$ cat config.mk
export PLATFORM = sky130hd
export DESIGN_NAME = terminal_arbiter
export DESIGN_NICKNAME = d
export VERILOG_FILES = /design/src/rtl/terminal_arbiter.sv
export SDC_FILE = /design/constraint.sdc
export NUM_CORES = 1
export LEC_CHECK = 0
export CELL_PAD_IN_SITES_DETAIL_PLACEMENT = 1
export CELL_PAD_IN_SITES_GLOBAL_PLACEMENT = 1
export CORE_MARGIN = 3
export CORE_UTILIZATION = 47
export CTS_CLUSTER_DIAMETER = 40
export DETAILED_ROUTE_END_ITERATION = 16
export MAX_ROUTING_LAYER = met4
export PLACE_DENSITY_LB_ADDON = 0.1
export SETUP_SLACK_MARGIN = 0.02
export SLEW_MARGIN = 20
export SYNTH_ARGS = -nofsm -noshare
export SYNTH_HDL_FRONTEND = slang
export SYNTH_SLANG_ARGS = --single-unit
$ cat constraint.sdc
create_clock -name CLK -period 3.8 [get_ports CLK]
set_clock_uncertainty 0.2 [all_clocks]
set_input_delay 0.57 -clock CLK [delete_from_list [all_inputs] [get_ports CLK]]
set_output_delay 0.57 -clock CLK [all_outputs]
set_load 0.005 [all_outputs]
$ cat src/rtl/terminal_arbiter.sv
// Two-terminal (matrix, LEDs) round-robin arbiter with a per-user
// function permission table, hold limit and denial reporting.
module terminal_arbiter #(
  parameter int N_IS     = 2,
  parameter int HOLD_MAX = 16
) (
  input  logic              CLK,
  input  logic              RST_N,
  input  logic [N_IS-1:0]   REQ,
  input  logic [3*N_IS-1:0] USER,
  input  logic [3*N_IS-1:0] FUNC,
  input  logic [N_IS-1:0]   TERM,
  input  logic              PERM_WE,
  input  logic [2:0]        PERM_ADDR,
  input  logic [6:0]        PERM_DATA,
  output logic [N_IS-1:0]   GNT,
  output logic [N_IS-1:0]   DENY,
  output logic              MAT_VALID,
  output logic [2:0]        MAT_CODE,
  output logic              LED_VALID,
  output logic [2:0]        LED_CODE
);

  localparam int IW = (N_IS > 1) ? $clog2(N_IS) : 1;

  typedef enum logic [1:0] {
    IS_IDLE,
    IS_WAIT,
    IS_ACTIVE,
    IS_BLOCKED
  } is_state_t;

  typedef enum logic {
    T_FREE,
    T_BUSY
  } t_state_t;

  is_state_t       is_q   [N_IS];
  is_state_t       is_d   [N_IS];
  logic [N_IS-1:0] deny_q, deny_d;
  logic [6:0]      perm_tbl [8];

  t_state_t        t_q    [2];
  t_state_t        t_d    [2];
  logic [IW-1:0]   own_q  [2];
  logic [IW-1:0]   own_d  [2];
  logic [IW-1:0]   ptr_q  [2];
  logic [IW-1:0]   ptr_d  [2];
  logic [7:0]      cnt_q  [2];
  logic [7:0]      cnt_d  [2];
  logic [2:0]      code_q [2];
  logic [2:0]      code_d [2];

  logic [N_IS-1:0] perm;
  logic [N_IS-1:0] elig [2];
  logic            found [2];
  logic [IW-1:0]   pick  [2];
  logic [IW-1:0]   idx;

  // Lookup reads the registered table, so a same-cycle write is not seen.
  always_comb begin
    perm = '0;
    for (int i = 0; i < N_IS; i++)
      perm[i] = (FUNC[3*i +: 3] != 3'd0) &&
                perm_tbl[USER[3*i +: 3]][FUNC[3*i +: 3] - 3'd1];
  end

  always_comb begin
    for (int t = 0; t < 2; t++) begin
      elig[t] = '0;
      for (int i = 0; i < N_IS; i++)
        elig[t][i] = (is_q[i] == IS_WAIT) && REQ[i] &&
                     perm[i] && (TERM[i] == t[0]);
    end
  end

  always_comb begin
    idx = '0;
    for (int t = 0; t < 2; t++) begin
      found[t] = 1'b0;
      pick[t]  = '0;
      for (int k = 0; k < N_IS; k++) begin
        idx = IW'((int'(ptr_q[t]) + k) % N_IS);
        if (!found[t] && elig[t][idx]) begin
          found[t] = 1'b1;
          pick[t]  = idx;
        end
      end
    end
  end

  always_comb begin
    is_d   = is_q;
    deny_d = '0;
    t_d    = t_q;
    own_d  = own_q;
    ptr_d  = ptr_q;
    cnt_d  = cnt_q;
    code_d = code_q;

    for (int i = 0; i < N_IS; i++) begin
      unique case (is_q[i])
        IS_IDLE:
          if (REQ[i]) begin
            if (perm[i]) begin
              is_d[i] = IS_WAIT;
            end else begin
              is_d[i]   = IS_BLOCKED;
              deny_d[i] = 1'b1;
            end
          end
        IS_WAIT:
          if (!REQ[i]) begin
            is_d[i] = IS_IDLE;
          end else if (!perm[i]) begin
            is_d[i]   = IS_BLOCKED;
            deny_d[i] = 1'b1;
          end
        IS_ACTIVE: ;
        IS_BLOCKED:
          if (!REQ[i]) is_d[i] = IS_IDLE;
      endcase
    end

    // Terminal updates override the interface view for owners/grantees.
    for (int t = 0; t < 2; t++) begin
      unique case (t_q[t])
        T_FREE:
          if (found[t]) begin
            t_d[t]        = T_BUSY;
            own_d[t]      = pick[t];
            cnt_d[t]      = 8'd1;
            ptr_d[t]      = IW'((int'(pick[t]) + 1) % N_IS);
            is_d[pick[t]] = IS_ACTIVE;
            for (int i = 0; i < N_IS; i++)
              if (IW'(i) == pick[t])
                code_d[t] = FUNC[3*i +: 3];
          end
        T_BUSY: begin
          if (!REQ[own_q[t]] ||
              cnt_q[t] == 8'(HOLD_MAX)) begin
            t_d[t]    = T_FREE;
            cnt_d[t]  = 8'd0;
            code_d[t] = 3'd0;
            is_d[own_q[t]] = REQ[own_q[t]] ?
                             IS_BLOCKED : IS_IDLE;
          end else begin
            cnt_d[t] = cnt_q[t] + 8'd1;
          end
        end
      endcase
    end
  end

  always_ff @(posedge CLK or negedge RST_N) begin
    if (!RST_N) begin
      for (int i = 0; i < N_IS; i++)
        is_q[i] <= IS_IDLE;
      deny_q <= '0;
      for (int e = 0; e < 8; e++)
        perm_tbl[e] <= 7'd0;
      for (int t = 0; t < 2; t++) begin
        t_q[t]    <= T_FREE;
        own_q[t]  <= '0;
        ptr_q[t]  <= '0;
        cnt_q[t]  <= 8'd0;
        code_q[t] <= 3'd0;
      end
    end else begin
      is_q   <= is_d;
      deny_q <= deny_d;
      t_q    <= t_d;
      own_q  <= own_d;
      ptr_q  <= ptr_d;
      cnt_q  <= cnt_d;
      code_q <= code_d;
      if (PERM_WE)
        perm_tbl[PERM_ADDR] <= PERM_DATA;
    end
  end

  always_comb begin
    GNT = '0;
    for (int i = 0; i < N_IS; i++)
      GNT[i] = (is_q[i] == IS_ACTIVE);
  end

  assign DENY      = deny_q;
  assign MAT_VALID = (t_q[0] == T_BUSY);
  assign MAT_CODE  = MAT_VALID ? code_q[0] : 3'd0;
  assign LED_VALID = (t_q[1] == T_BUSY);
  assign LED_CODE  = LED_VALID ? code_q[1] : 3'd0;

endmodule

; ---- Word level (Yosys, flattened, before mapping)
; Index checks and enable logic that the tools add are counted.
[op_classes]
n_lt_le_gt_ge = 20
reduce_logical = 33
n_mux = 91
bitwise_logic = 17
eq_ne = 12
add_sub_neg = 8
[op_table]
columns = op, count
row1 = bitwise mux 56 bit, 1
row2 = binary-select mux 7 bit (select 3 bit), 2
row3 = 2-to-1 mux 7 bit, 5
row4 = 2-to-1 mux 1 bit, 32
row5 = 2-to-1 mux 2 bit, 16
row6 = 2-to-1 mux 8 bit, 4
row7 = one-hot mux 8 bit (2 select lines), 2
row8 = 2-to-1 mux 3 bit, 8
row9 = demux 7 bit (select 3 bit), 1
row10 = logical AND 1 bit, 17
row11 = adder 8 x 1 -> 8 bit (second input constant), 2
row12 = equality test 8 x 5 -> 1 bit (second input constant), 2
row13 = 2-to-1 mux 4 bit, 4
row14 = one-hot mux 4 bit (2 select lines), 2
row15 = greater-or-equal comparator 4 bit (second input constant), 3
row16 = less-than comparator 1 x 2 -> 1 bit (second input constant), 6
row17 = NOT 3 -> 4 bit, 3
row18 = one-hot mux 2 bit (3 select lines), 2
row19 = one-hot mux 3 bit (2 select lines), 2
row20 = bitwise mux 4 bit, 2
row21 = demux 2 bit (select 1 bit), 4
row22 = equality test 2 bit (second input constant), 4
row23 = greater-or-equal comparator 2 bit (second input constant), 4
row24 = less-than comparator 2 x 1 -> 1 bit (second input constant), 4
row25 = other kinds (20), 49
[totals]
out_inout_bits = 12
elab_cells = 202
register_bits = 90
inputBits = 29

; ---- Logic depth before layout (Yosys ltp)
[depth]
ltp_word = 27
depth_mapped = 12
depth_no_buf = 10

; ---- Worst setup path before layout
; OpenSTA, ideal clock, no wires.
[synth_timing]
path_kind = input port to flip-flop
from = input FUNC[3]
to = register is_q[0] (netlist bit)
n_path_buf = 1
stages = 11
required_ps = 3480
setup_time_ps = 120
arrival_time_ps = 2888
path_slack_ps = 592
path_cell_list = clkbuf_1 -> inv_1 -> ha_1 -> nand2b_1 -> o21bai_1 -> o221a_2 -> nor2b_1 -> a2111oi_2 -> o31ai_2 -> nand2b_1 -> and3_1
[synth_lines]
columns = element, line
row1 = from (decl), 11  ; input logic [3*N_IS-1:0] FUNC,
row2 = to (signal assigned), 170  ; is_q <= is_d;
row3 = to (decl), 38  ; is_state_t is_q [N_IS];

==> metrics.md <==
| Metric | Value |
|---|---|
| RSZ-0062 raised after global routing | no |
| CTS tree | yes |
| Vias in the first global route | around 4.3k |
| Final sum of negative setup slack | 0 ns |
| Period minus WS final | about 3.5 ns |
| Detailed-router iteration count before antenna repair | 4 |
| Crit Path Max Fanout | 7 |
| # IOs | between 40 and 50 |
| Data required, critical path | just under 4 ns |
| Setup bufs post-CTS | 0 |
| Final wirelength | approximately 14000 µm |
| Synth unique cells | 59 |
| Final hold vios | 0 |
| Avg Inst Size Synth | 11.34 µm² |
| Most used DFF post-synth | dfrtp_1 |
| Initial antenna violation count | 0 |
| Synth Cell Area | about 5300 µm² |
| Share of cells above drive strength 1 | about a quarter |
| Synth warn | 0 |
| Input/output buffers | 40 |
| CTS max path bufs | 2 |
| CTS H-tree depth | 3 |
| TritonCTS Buffers | 9 |
| Status | finished clean |
| Grt total ovfl | 0 |
| DRT iter0 DRCs | between 200 and 250 |
| Num rows | 37 |
| # DRC | 0 |
| Crit share post-route | about nine tenths |
| Antenna fix cells | 0 |
| Die ar. | around 12000 µm² |
| Via density | approximately 6.1 |
| Area Overhead vs Synth | 17.80% |
| PwrDens | between 400 and 500 nW/µm² |
| Fmax | about 290 MHz |
| Async S/R FF share, synth | between 90% and 100% |
| Setup WS post-layout | between 0.3 and 0.4 ns |
| Antenna Violating Nets Remaining | 0 |
| Wire per inst | about 21 µm |
| Max cap viols | 0 |
| Post-DP HPWL | 10130 µm |
| Yosys reg bits | 90 |
| Leading cell type in the layout, fill and taps excluded | dfrtp_1 |
| Global-route usage over all layers | a little under a quarter |
| Initial cell density of the core | 49.52% |
| First-pass GRT wire length | ~23000 µm |
| Post-synth EDFFs | 0 |
| Die height | between 100 and 150 µm |
| Pin slew with the least headroom to its limit | 0.6633 ns |
| Worst hold slack | around 0.29 ns |
| Hold/Removal Path Class | reg -> reg |
| Register area share after synthesis | a little over two fifths |
| Arrival time at the worst endpoint | between 3 and 4 ns |
| Via count | about 4k |
| Maximum VDD drop | between 0.0003 and 0.0004 V |
| Leakage Power | between 0.002 and 0.003 µW |
| Startpoint Class | primary input |
| Post-Synthesis Cells | 463 |
| Worst setup EP type | register |
| Placer Congestion | 0.7931 |
| Clock transition at the registers of the reported paths | about 0.090 ns |
| Worst slack, placed | -0.04408 ns |
| Die Wd | between 100 and 150 µm |
| Root Buffer Master | clkbuf_8 |
| Total power | between 2000 and 3000 µW |
| Largest net degree at the start of global routing | 49 |
| Headroom to the max-slew limit | a little under three fifths |
| NumNets Final | 560 |
| Critical path type | in -> reg |
| Synth Net Count | 500 |
| Core area | 10600 µm² |
| Setup violations, final | 0 |
| # clock sinks | 90 |
| Clk_lat worst skew | roughly 0.38 ns |
| Most frequent cells in the layout | 90 x dfrtp_1, 58 x mux2_2, 39 x clkdlybuf4s50_1 |
| Slew Limit Fails | 0 |
==> critical path, stage by stage <==
cell	delay, ns
clkdlybuf4s50_1	0.55
inv_1	0.08
ha_1	0.40
nand2b_1	0.14
a21oi_1	0.14
nand3_1	0.10
and4_1	0.32
a2111oi_2	0.61
o31ai_2	0.25
nand2b_1	0.22
and3_1	0.18
==> power breakdown <==
| part | internal [µW] | switching, µW | leakage [µW] |
|---|---|---|---|
| registers | 1170 | 202 | 0.00112 |
| logic | 432 | 351 | 0.00144 |
| clock network | 369 | 366 | 0.000105 |
| total | 1970 | 919 | 0.00267 |
==> sequential cells by signal, summed over array words and instances, names as in the netlist <==
signal	count
perm_tbl	56
cnt_q	16
code_q	6
is_q	4
DENY	2
own_q	2
ptr_q	2
LED_VALID	1
MAT_VALID	1
==> final cells by class <==
class,count,area (µm²)
inverter,19,71.32
fill,1126,4417
sequential,90,2252
clock inverter,7,93.84
clock buffer,9,123.9
multi-input combinational,337,2828
tap,136,170.2
timing repair buffer,66,645.6
==> kinds of logic (layout without fill, tap and decap cells) <==
logic type                 after synthesis  after routing  share of synthesized area (%)
xor gates and xnor gates                 3              3                         0.5006
AOI/OAI and AO/OA                       95             95                          12.94
muxes                                  108            108                          25.79
and+or+nand+nor                        123            123                          12.73
buffers and inverters                   36            101                          3.241
adders and majority gates                8              8                          1.907
DFF                                     90             90                          42.90
==> Yosys cell counts (2+ instances only) <==
| library cell | n | area [µm²] |
|---|---|---|
| and3b_1 | 2 | 17.52 |
| o31ai_1 | 4 | 30.03 |
| nor2_1 | 18 | 67.56 |
| o221a_2 | 2 | 22.52 |
| o221ai_1 | 3 | 26.28 |
| buf_2 | 4 | 20.02 |
| nor3_1 | 7 | 35.03 |
| or2_2 | 2 | 12.51 |
| a21oi_1 | 8 | 40.04 |
| ha_1 | 8 | 100.1 |
| buf_4 | 4 | 30.03 |
| a22o_1 | 3 | 26.28 |
| mux4_2 | 16 | 360.4 |
| nor2b_1 | 8 | 50.05 |
| a31oi_1 | 8 | 50.05 |
| o211ai_1 | 2 | 15.01 |
| nand2_1 | 29 | 108.9 |
| o21ai_1 | 21 | 105.1 |
| nand4b_1 | 4 | 35.03 |
| xor2_1 | 2 | 17.52 |
| nand4_1 | 8 | 50.05 |
| a22oi_1 | 11 | 82.58 |
| a211oi_1 | 2 | 15.01 |
| nand2b_1 | 6 | 37.54 |
| nor3b_1 | 2 | 15.01 |
| inv_1 | 18 | 67.56 |
| a211o_1 | 2 | 17.52 |
| mux2_2 | 58 | 653.1 |
| dfrtp_1 | 90 | 2252 |
| o22ai_1 | 3 | 18.77 |
| nand3_1 | 10 | 50.05 |
| mux2i_1 | 34 | 340.3 |
| clkbuf_1 | 7 | 26.28 |
| o21bai_1 | 2 | 15.01 |
| o21ai_0 | 11 | 55.05 |
| and3_1 | 7 | 43.79 |
| buf_6 | 2 | 22.52 |
| and2_1 | 14 | 87.58 |
==> routing by layer <==
layer	share of wire, %	vias up	GRT usage, %
li1	-	1864	-
met5	0	-	-
met1	44	2081	29.88
met4	1.8	0	8.435
met2	51	70	39.93
met3	3.2	18	3.370
==> final timing paths <==
path,from,end,slack (ns),depth (start not counted)
hold reg to reg,cnt_q[7]$_DFFE_PN0P_,cnt_q[7]$_DFFE_PN0P_,0.29,1
setup reg to reg,perm_tbl[1]$_DFFE_PN0P_,cnt_q[12]$_DFFE_PN0P_,0.85,8
setup / recovery,FUNC[4],is_q[0]$_DFF_PN0_,0.32,11
min in group asynchronous,RST_N,cnt_q[13]$_DFFE_PN0P_,0.51,2
max in group asynchronous,RST_N,perm_tbl[51]$_DFFE_PN0P_,2.21,3
hold / removal,cnt_q[7]$_DFFE_PN0P_,cnt_q[7]$_DFFE_PN0P_,0.29,1
==> metrics by stage <==
| step | cell area [µm²] | util, % | cells |
|---|---|---|---|
| after global placement | 5957 | 56.19 | 647 |
| after floorplan | 5250 | - | 463 |
| after CTS | 6185 | 58.34 | 664 |
| after global routing | 6185 | 58.34 | 664 |
| final | 6185 | 58.34 | 664 |
| after detailed placement | 5957 | 56.19 | 647 |
==> what timing repair did <==
action                    CTS  global route
hold buffers                1             0
hold endpoints to repair   33             0
resized for setup           0             0
(Power assumes the default switching activity.)
